### config.mk
export PLATFORM = sky130hd
export DESIGN_NAME = lsu_mem_port_flat
export DESIGN_NICKNAME = d
export VERILOG_FILES = /design/src/rtl/lsu_pkg.sv /design/src/rtl/lsu_mem_port_if.sv /design/src/rtl/lsu_resp_fifo.sv /design/src/rtl/lsu_mem_port.sv /design/src/flat_wrapper.sv
export SDC_FILE = /design/constraint.sdc
export NUM_CORES = 1
export LEC_CHECK = 0
export BUFFER_PORTS_ARGS = -buffer_cell sky130_fd_sc_hd__buf_2
export CAP_MARGIN = 20
export CORE_UTILIZATION = 30
export CTS_CLUSTER_SIZE = 10
export DETAILED_ROUTE_END_ITERATION = 6
export HOLD_SLACK_MARGIN = 0.15
export SETUP_SLACK_MARGIN = 0.2
export SYNTH_ARGS = -nofsm -noshare
export SYNTH_HDL_FRONTEND = slang
export SYNTH_SLANG_ARGS = --single-unit
export TNS_END_PERCENT = 1
### constraint.sdc
create_clock -name clock -period 6.68 [get_ports clock]
set_clock_uncertainty 0.15 [all_clocks]
set_input_delay 0.334 -clock clock [delete_from_list [all_inputs] [get_ports clock]]
set_output_delay 0.334 -clock clock [all_outputs]
set_load 0.005 [all_outputs]
### src/rtl/lsu_pkg.sv
// Shared types and pure helpers for the load/store memory port.
// Size encodings, the tracking-stage record, and lane/extension helpers.
package lsu_pkg;

  typedef enum logic [1:0] {
    SZ_B = 2'd0,
    SZ_H = 2'd1,
    SZ_W = 2'd2,
    SZ_D = 2'd3
  } lsu_size_e;

  typedef struct packed {
    logic      vld;
    logic      load;
    logic      err;
    logic [2:0] off;
    lsu_size_e size;
    logic      uns;
  } lsu_trk_t;

  // off is the lane offset zero-extended to 3 bits; doubles only exist on 64-bit ports.
  function automatic logic lsu_misaligned(input logic [1:0] size, input logic [2:0] off,
                                          input logic xlen64);
    logic bad;
    bad = 1'b0;
    case (size)
      SZ_H:    bad = off[0];
      SZ_W:    bad = |off[1:0];
      SZ_D:    bad = (|off) || !xlen64;
      default: bad = 1'b0;
    endcase
    return bad;
  endfunction

  function automatic logic [7:0] lsu_wstrb(input logic [1:0] size, input logic [2:0] off);
    logic [7:0] m;
    case (size)
      SZ_B:    m = 8'h01;
      SZ_H:    m = 8'h03;
      SZ_W:    m = 8'h0F;
      default: m = 8'hFF;
    endcase
    return m << off;
  endfunction

  function automatic logic [63:0] lsu_extend(input logic [63:0] d, input lsu_size_e size,
                                             input logic uns);
    logic [63:0] r;
    case (size)
      SZ_B:    r = uns ? {56'b0, d[7:0]}  : {{56{d[7]}},  d[7:0]};
      SZ_H:    r = uns ? {48'b0, d[15:0]} : {{48{d[15]}}, d[15:0]};
      SZ_W:    r = uns ? {32'b0, d[31:0]} : {{32{d[31]}}, d[31:0]};
      default: r = d;
    endcase
    return r;
  endfunction

endpackage

### src/rtl/lsu_mem_port_if.sv
// Request, response and memory-side signals of the load/store port.
// slave = the port itself; master = the pipeline plus memory driving it.
interface lsu_mem_port_if #(
  parameter int XLEN = 32
);
  logic              req_valid;
  logic              req_ready;
  logic              req_wr;
  logic [31:0]       req_addr;
  logic [XLEN-1:0]   req_wdata;
  logic [1:0]        req_size;
  logic              req_unsigned;
  logic              resp_valid;
  logic              resp_ready;
  logic [XLEN-1:0]   resp_rdata;
  logic              resp_err;
  logic              mem_en;
  logic              mem_wr;
  logic [31:0]       mem_addr;
  logic [XLEN-1:0]   mem_wdata;
  logic [XLEN/8-1:0] mem_wstrb;
  logic [XLEN-1:0]   mem_rdata;

  modport slave (
    input  req_valid, req_wr, req_addr, req_wdata, req_size, req_unsigned,
    input  resp_ready, mem_rdata,
    output req_ready, resp_valid, resp_rdata, resp_err,
    output mem_en, mem_wr, mem_addr, mem_wdata, mem_wstrb
  );

  modport master (
    output req_valid, req_wr, req_addr, req_wdata, req_size, req_unsigned,
    output resp_ready, mem_rdata,
    input  req_ready, resp_valid, resp_rdata, resp_err,
    input  mem_en, mem_wr, mem_addr, mem_wdata, mem_wstrb
  );
endinterface

### src/rtl/lsu_resp_fifo.sv
// Shift-register response FIFO; head entry is a flop so dat is registered and 0 when empty.
// Push visible on dat the cycle after; push and pop in the same cycle both take effect when full.
module lsu_resp_fifo #(
  parameter int DEPTH = 2,
  parameter int W     = 33
) (
  input  logic         clock,
  input  logic         reset,
  input  logic         push,
  input  logic [W-1:0] push_dat,
  input  logic         pop,
  output logic [W-1:0] dat,
  output logic         full,
  output logic         empty
);
  localparam int CW = $clog2(DEPTH + 1);

  logic [W-1:0]  ent [DEPTH];
  logic [W-1:0]  nxt [DEPTH];
  logic [CW-1:0] cnt;
  logic          do_pop;
  int            wr_idx;

  assign empty  = (cnt == '0);
  assign full   = (cnt == CW'(DEPTH));
  assign dat    = ent[0];
  assign do_pop = pop && !empty;

  // Slots at or above cnt are kept at zero, so shifting in from the top is safe.
  always_comb begin
    nxt    = ent;
    wr_idx = int'(cnt) - (do_pop ? 1 : 0);
    if (do_pop) begin
      for (int i = 0; i < DEPTH - 1; i++) nxt[i] = ent[i+1];
      nxt[DEPTH-1] = '0;
    end
    if (push) begin
      for (int i = 0; i < DEPTH; i++) begin
        if (i == wr_idx) nxt[i] = push_dat;
      end
    end
  end

  always_ff @(posedge clock or negedge reset) begin
    if (!reset) begin
      cnt <= '0;
      for (int i = 0; i < DEPTH; i++) ent[i] <= '0;
    end else begin
      ent <= nxt;
      case ({push, do_pop})
        2'b10:   cnt <= cnt + CW'(1);
        2'b01:   cnt <= cnt - CW'(1);
        default: cnt <= cnt;
      endcase
    end
  end
endmodule

### src/rtl/lsu_mem_port.sv
// Load/store port from MEM stage to a pipelined data memory; response LAT+1 cycles after accept.
// req_ready drops once DEPTH accesses are outstanding; responses hold while resp_ready is low.
module lsu_mem_port
  import lsu_pkg::*;
#(
  parameter int XLEN  = 32,
  parameter int LAT   = 1,
  parameter int DEPTH = 2
) (
  input logic           clock,
  input logic           reset,
  lsu_mem_port_if.slave bus
);
  localparam int OFFW = (XLEN == 64) ? 3 : 2;
  localparam int SW   = XLEN / 8;
  localparam int CW   = $clog2(DEPTH + 1);

  logic [OFFW-1:0] off;
  logic [2:0]      off3;
  logic            illegal;
  logic            accept;
  logic            pop;
  logic [CW-1:0]   outstanding;
  lsu_trk_t        trk_in;
  lsu_trk_t        trk [LAT];
  lsu_trk_t        tf;
  logic [XLEN-1:0] shifted;
  logic [XLEN-1:0] ext;
  logic            fifo_push;
  logic [XLEN:0]   fifo_din;
  logic [XLEN:0]   fifo_dat;
  logic            fifo_full;
  logic            fifo_empty;

  assign off     = bus.req_addr[OFFW-1:0];
  assign off3    = 3'(off);
  assign illegal = lsu_misaligned(bus.req_size, off3, XLEN == 64);
  assign accept  = bus.req_valid && bus.req_ready;

  assign bus.req_ready = reset && (outstanding < CW'(DEPTH));
  assign bus.mem_en    = accept && !illegal;
  assign bus.mem_wr    = bus.mem_en && bus.req_wr;
  assign bus.mem_addr  = {bus.req_addr[31:OFFW], {OFFW{1'b0}}};
  assign bus.mem_wdata = bus.req_wdata << {off, 3'b000};
  assign bus.mem_wstrb = bus.mem_wr ? SW'(lsu_wstrb(bus.req_size, off3)) : '0;

  always_comb begin
    trk_in = '0;
    if (accept) begin
      trk_in.vld  = 1'b1;
      trk_in.load = !bus.req_wr;
      trk_in.err  = illegal;
      trk_in.off  = off3;
      trk_in.size = lsu_size_e'(bus.req_size);
      trk_in.uns  = bus.req_unsigned;
    end
  end

  // Tracking pipeline matches memory read latency so mem_rdata lines up with the last stage.
  always_ff @(posedge clock or negedge reset) begin
    if (!reset) begin
      for (int i = 0; i < LAT; i++) trk[i] <= '0;
    end else begin
      trk[0] <= trk_in;
      for (int i = 1; i < LAT; i++) trk[i] <= trk[i-1];
    end
  end

  assign tf        = trk[LAT-1];
  assign shifted   = bus.mem_rdata >> {tf.off, 3'b000};
  assign ext       = XLEN'(lsu_extend(64'(shifted), tf.size, tf.uns));
  assign fifo_din  = {tf.err, (tf.load && !tf.err) ? ext : {XLEN{1'b0}}};
  assign fifo_push = tf.vld && (!fifo_full || pop);

  assign pop            = bus.resp_valid && bus.resp_ready;
  assign bus.resp_valid = !fifo_empty;
  assign bus.resp_err   = fifo_dat[XLEN];
  assign bus.resp_rdata = fifo_dat[XLEN-1:0];

  lsu_resp_fifo #(
    .DEPTH (DEPTH),
    .W     (XLEN + 1)
  ) u_fifo (
    .clock    (clock),
    .reset    (reset),
    .push     (fifo_push),
    .push_dat (fifo_din),
    .pop      (pop),
    .dat      (fifo_dat),
    .full     (fifo_full),
    .empty    (fifo_empty)
  );

  // Covers both in-flight stages and queued responses, bounding FIFO occupancy.
  always_ff @(posedge clock or negedge reset) begin
    if (!reset) begin
      outstanding <= '0;
    end else begin
      case ({accept, pop})
        2'b10:   outstanding <= outstanding + CW'(1);
        2'b01:   outstanding <= outstanding - CW'(1);
        default: outstanding <= outstanding;
      endcase
    end
  end
endmodule
### src/flat_wrapper.sv
// flat-port wrapper written by rule: the top's interface ports become plain ports
module lsu_mem_port_flat import lsu_pkg::*;
#(
  parameter int XLEN  = 32,
  parameter int LAT   = 1,
  parameter int DEPTH = 2
)
  (clock, reset, bus_req_valid, bus_req_wr, bus_req_addr, bus_req_wdata, bus_req_size, bus_req_unsigned, bus_resp_ready, bus_mem_rdata, bus_req_ready, bus_resp_valid, bus_resp_rdata, bus_resp_err, bus_mem_en, bus_mem_wr, bus_mem_addr, bus_mem_wdata, bus_mem_wstrb);
  lsu_mem_port_if #(.XLEN(XLEN)) bus_i ();
  input logic clock;
  input logic reset;
  input wire logic [$bits(bus_i.req_valid)-1:0] bus_req_valid;
  input wire logic [$bits(bus_i.req_wr)-1:0] bus_req_wr;
  input wire logic [$bits(bus_i.req_addr)-1:0] bus_req_addr;
  input wire logic [$bits(bus_i.req_wdata)-1:0] bus_req_wdata;
  input wire logic [$bits(bus_i.req_size)-1:0] bus_req_size;
  input wire logic [$bits(bus_i.req_unsigned)-1:0] bus_req_unsigned;
  input wire logic [$bits(bus_i.resp_ready)-1:0] bus_resp_ready;
  input wire logic [$bits(bus_i.mem_rdata)-1:0] bus_mem_rdata;
  output wire logic [$bits(bus_i.req_ready)-1:0] bus_req_ready;
  output wire logic [$bits(bus_i.resp_valid)-1:0] bus_resp_valid;
  output wire logic [$bits(bus_i.resp_rdata)-1:0] bus_resp_rdata;
  output wire logic [$bits(bus_i.resp_err)-1:0] bus_resp_err;
  output wire logic [$bits(bus_i.mem_en)-1:0] bus_mem_en;
  output wire logic [$bits(bus_i.mem_wr)-1:0] bus_mem_wr;
  output wire logic [$bits(bus_i.mem_addr)-1:0] bus_mem_addr;
  output wire logic [$bits(bus_i.mem_wdata)-1:0] bus_mem_wdata;
  output wire logic [$bits(bus_i.mem_wstrb)-1:0] bus_mem_wstrb;
  assign bus_i.req_valid = bus_req_valid;
  assign bus_i.req_wr = bus_req_wr;
  assign bus_i.req_addr = bus_req_addr;
  assign bus_i.req_wdata = bus_req_wdata;
  assign bus_i.req_size = bus_req_size;
  assign bus_i.req_unsigned = bus_req_unsigned;
  assign bus_i.resp_ready = bus_resp_ready;
  assign bus_i.mem_rdata = bus_mem_rdata;
  assign bus_req_ready = bus_i.req_ready;
  assign bus_resp_valid = bus_i.resp_valid;
  assign bus_resp_rdata = bus_i.resp_rdata;
  assign bus_resp_err = bus_i.resp_err;
  assign bus_mem_en = bus_i.mem_en;
  assign bus_mem_wr = bus_i.mem_wr;
  assign bus_mem_addr = bus_i.mem_addr;
  assign bus_mem_wdata = bus_i.mem_wdata;
  assign bus_mem_wstrb = bus_i.mem_wstrb;
  lsu_mem_port #(.XLEN(XLEN), .LAT(LAT), .DEPTH(DEPTH)) u_core (.clock(clock), .reset(reset), .bus(bus_i));
endmodule
==> flow_metrics.py <==
metrics = {
    "run_status": {
        "status": "complete, no violations",
    },
    "critical_path": {
        "worstPathRequired_ns": 6.20,
        "cp.arrival_ns": 2.71,
        "crit_fanout": 29,
        "startpoint_type": "primary input",
        "endpoint_kind": "output port",
        "critical_path_class": "in -> out",
    },
    "clocking": {
        "postCtsSetupRepairBufs": 0,
        "clk_pin_slew_ns": 0.06,
        "cts_max_path_buffers": 2,
        "numClockSinks": 78,
        "numCtsBuffers": 9,
        "htree_levels": 3,
        "clk_latency_ns": 0.34,
        "cts_root_buffer": "clkbuf_16",
        "cts_resized": 0,
        "cts_tree": "built",
        "hold_buffers": 11,
    },
    "power_and_ir_drop": {
        "powerDensity_nw_per_um2": 269,
        "totalPowerFinal_w": 0.00160,
        "ir_drop_mv": 0.137,
        "leakagePower_nw": 2.92,
    },
    "synthesis": {
        "synth_compound_area_share_pct": 16.9,
        "synth_ff_type": "dfrtp_1",
        "syn_area_um2": 5080,
        "synth-xor-area-share_pct": 1.21,
        "ys_seq_elements": 78,
        "ys_seq_area_share_pct": 38.4,
        "muxShareOfSynthArea_pct": 10.1,
        "synth_edf_count": 0,
        "synth-async-reset-ratio_pct": 100,
        "synth_cell_types": 49,
        "avgSynthCellArea_um2": 8.77,
        "yosysWarnings": 0,
        "syn-instance-count": 580,
        "synth-simple-area-share_pct": 19.1,
        "synthAdderAreaFrac_pct": 0.984,
        "synth_top_family_by_area": "simple AND/OR/NAND/NOR gates",
    },
    "floorplan": {
        "io_pins": 209,
        "coreArea_um2": 16600,
        "die_w_um": 132,
        "std_cell_rows": 47,
        "die_h_um": 132,
        "start_util_pct": 30.7,
        "dieArea_um2": 17500,
    },
    "drt": {
        "via_per_inst": 5.11,
        "dr.pass1.iters": 5,
        "postRouteAntennaNets": 0,
        "vias": 4464,
        "finalWirelength_mm": 15.7,
        "wl_per_cell_um": 17.9,
        "route.detailed.drc": 0,
        "drt_iter0_drc": 341,
    },
    "placed_design": {
        "place_congestion": 0.854,
        "dp_hpwl_mm": 11.2,
        "port-buffer-count": 146,
    },
    "sta": {
        "setup_viol": 0,
        "max_freq_ghz": 0.313,
        "fin_tns_setup_ns": 0,
        "hold_viol_final": 0,
        "min_period_ns": 3.20,
        "drv_slew": 0,
        "worst_pin_slew_ns": 0.911,
        "max_slew_margin_pct": 38.7,
        "fin_crit_sh_pct": 47.9,
        "rsz0062_at_grt": "false",
    },
    "global_route": {
        "grt_max_degree": 67,
        "overflow": 0,
        "antenna_found_initial": 0,
        "grt_pass1_wl_mm": 24.9,
        "grt_pass1_vias": 4443,
        "grtUsageTotal_pct": 18.3,
    },
    "finish": {
        "fillerInstances": 1765,
        "drive_above_1_share_pct": 27.4,
        "n_antenna_cell": 0,
        "finalNetCount": 757,
        "syn2layout_area_growth_pct": 16.9,
    },
    "flow_run": {
        "maxCapViolations": 0,
    },
    "min_path": {
        "hold_class": "in -> reg",
    },
}
[cell usage after synthesis, types with 10 or more instances]
master    count  share of area [%]
nor3_1       16                1.6
a21oi_1      35                3.4
clkbuf_1     30                2.2
nor2b_1      12                1.5
a211oi_1     16                2.4
dfrtp_1      78                 38
and3_1       12                1.5
nand2_1      76                5.6
nor2_1       31                2.3
nand3_1      18                1.8
o21ai_1      19                1.9
a31oi_1      10                1.2
o211ai_1     10                1.5
mux2i_1      40                7.9
buf_4        64                9.4
and2_1       10                1.2
[area by class of cell]
cell class	instances	area (µm²)	area share, %
Clock inverter	4	95.1	1.60
Inverter	5	18.8	0.316
Sequential cell	78	1950	32.8
Timing Repair Buffer	162	881	14.8
Clock buffer	11	243	4.09
Tap cell	220	275	4.63
Multi-Input combinational cell	393	2480	41.7
[placed cells by master, fill, tap and decap left out, types with 9 or more instances in the layout]
cell / Yosys / routed
a31oi_1: 10 / 10
clkbuf_16: 0 / 9
nand2_1: 76 / 76
mux2i_1: 40 / 40
o21ai_1: 19 / 18
nor3_1: 16 / 16
a21oi_1: 35 / 35
dfrtp_1: 78 / 78
and2_1: 10 / 10
o211ai_1: 10 / 10
nor2_1: 31 / 31
dlygate4sd3_1: 0 / 11
a211oi_1: 16 / 16
buf_2: 3 / 145
and3_1: 12 / 12
nor2b_1: 12 / 12
nand3_1: 18 / 18
[worst max-delay path: stages]
cell and delay [ns]:
dlygate4sd3_1 0.52, buf_4 0.35, nor2b_1 0.37, and2_1 0.27, nand2_1 0.16, a2111oi_0 0.48, buf_2 0.20
[state kept, by name, indices dropped and copies added, names as in the netlist]
name and count:
u_core.fifo_din 1, u_core.outstanding 2, u_core.tf 7, u_core.u_fifo.cnt 2
u_core.u_fifo.dat 33, u_core.u_fifo.ent 33
[per-layer routing]
metal  vias to the layer above  wire length, µm  GRT usage [%]
met2                       189             7700           31.7
met5                         -                0              0
met4                         0              357           6.51
met1                      2101             6550           22.3
li1                       2144                -              -
met3                        30             1060           3.84
[through the flow]
stage	util (%)	hold slack, ns	instances	worst slack [ns]	instance area [µm²]
2_1_floorplan	-	-0.112	581	3.85	5090
3_3_place_gp	33.1	0.138	847	3.68	5490
3_5_place_dp	33.1	0.141	847	3.61	5490
4_1_cts	35.8	0.155	873	3.40	5940
5_1_grt	35.8	0.181	873	3.26	5940
6_report	35.8	0.173	873	3.48	5940
[power by group]
group	switching, W	total (W)	internal [W]
logic	0.000272	0.000452	0.000180
clock network	0.000194	0.000567	0.000373
registers	0.0000439	0.000577	0.000533
[cells by family (layout without fill, tap and decap cells)]
group                    count (synthesis)  in the layout
other                                    1              2
buffers and inverters                  110            182
XOR/XNOR                                 7              7
adder cells (fa/ha/maj)                  4              4
multiplexers                            49             49
flip-flops                              78             78
AND/OR/NAND/NOR                        199            199
AO/OA/AOI/OAI                          132            132
[path summary, 6_finish.rpt]
check / start / endpoint / slack, ns / cells past startpoint
worst min register to register: u_core.outstanding[1] / u_core.outstanding[1] / 0.32 / 1
min in group asynchronous: reset / u_core.u_fifo.dat[1] / 0.31 / 2
worst min-delay path: bus_mem_rdata[24] / u_core.u_fifo.dat[24] / 0.17 / 3
max in group asynchronous: reset / u_core.u_fifo.ent[22] / 5.06 / 3
worst max register to register: u_core.u_fifo.cnt[0] / u_core.u_fifo.ent[22] / 3.58 / 9
worst max-delay path: reset / bus_mem_wstrb[0] / 3.48 / 7
No activity file was read; power rests on OpenSTA's default activity.
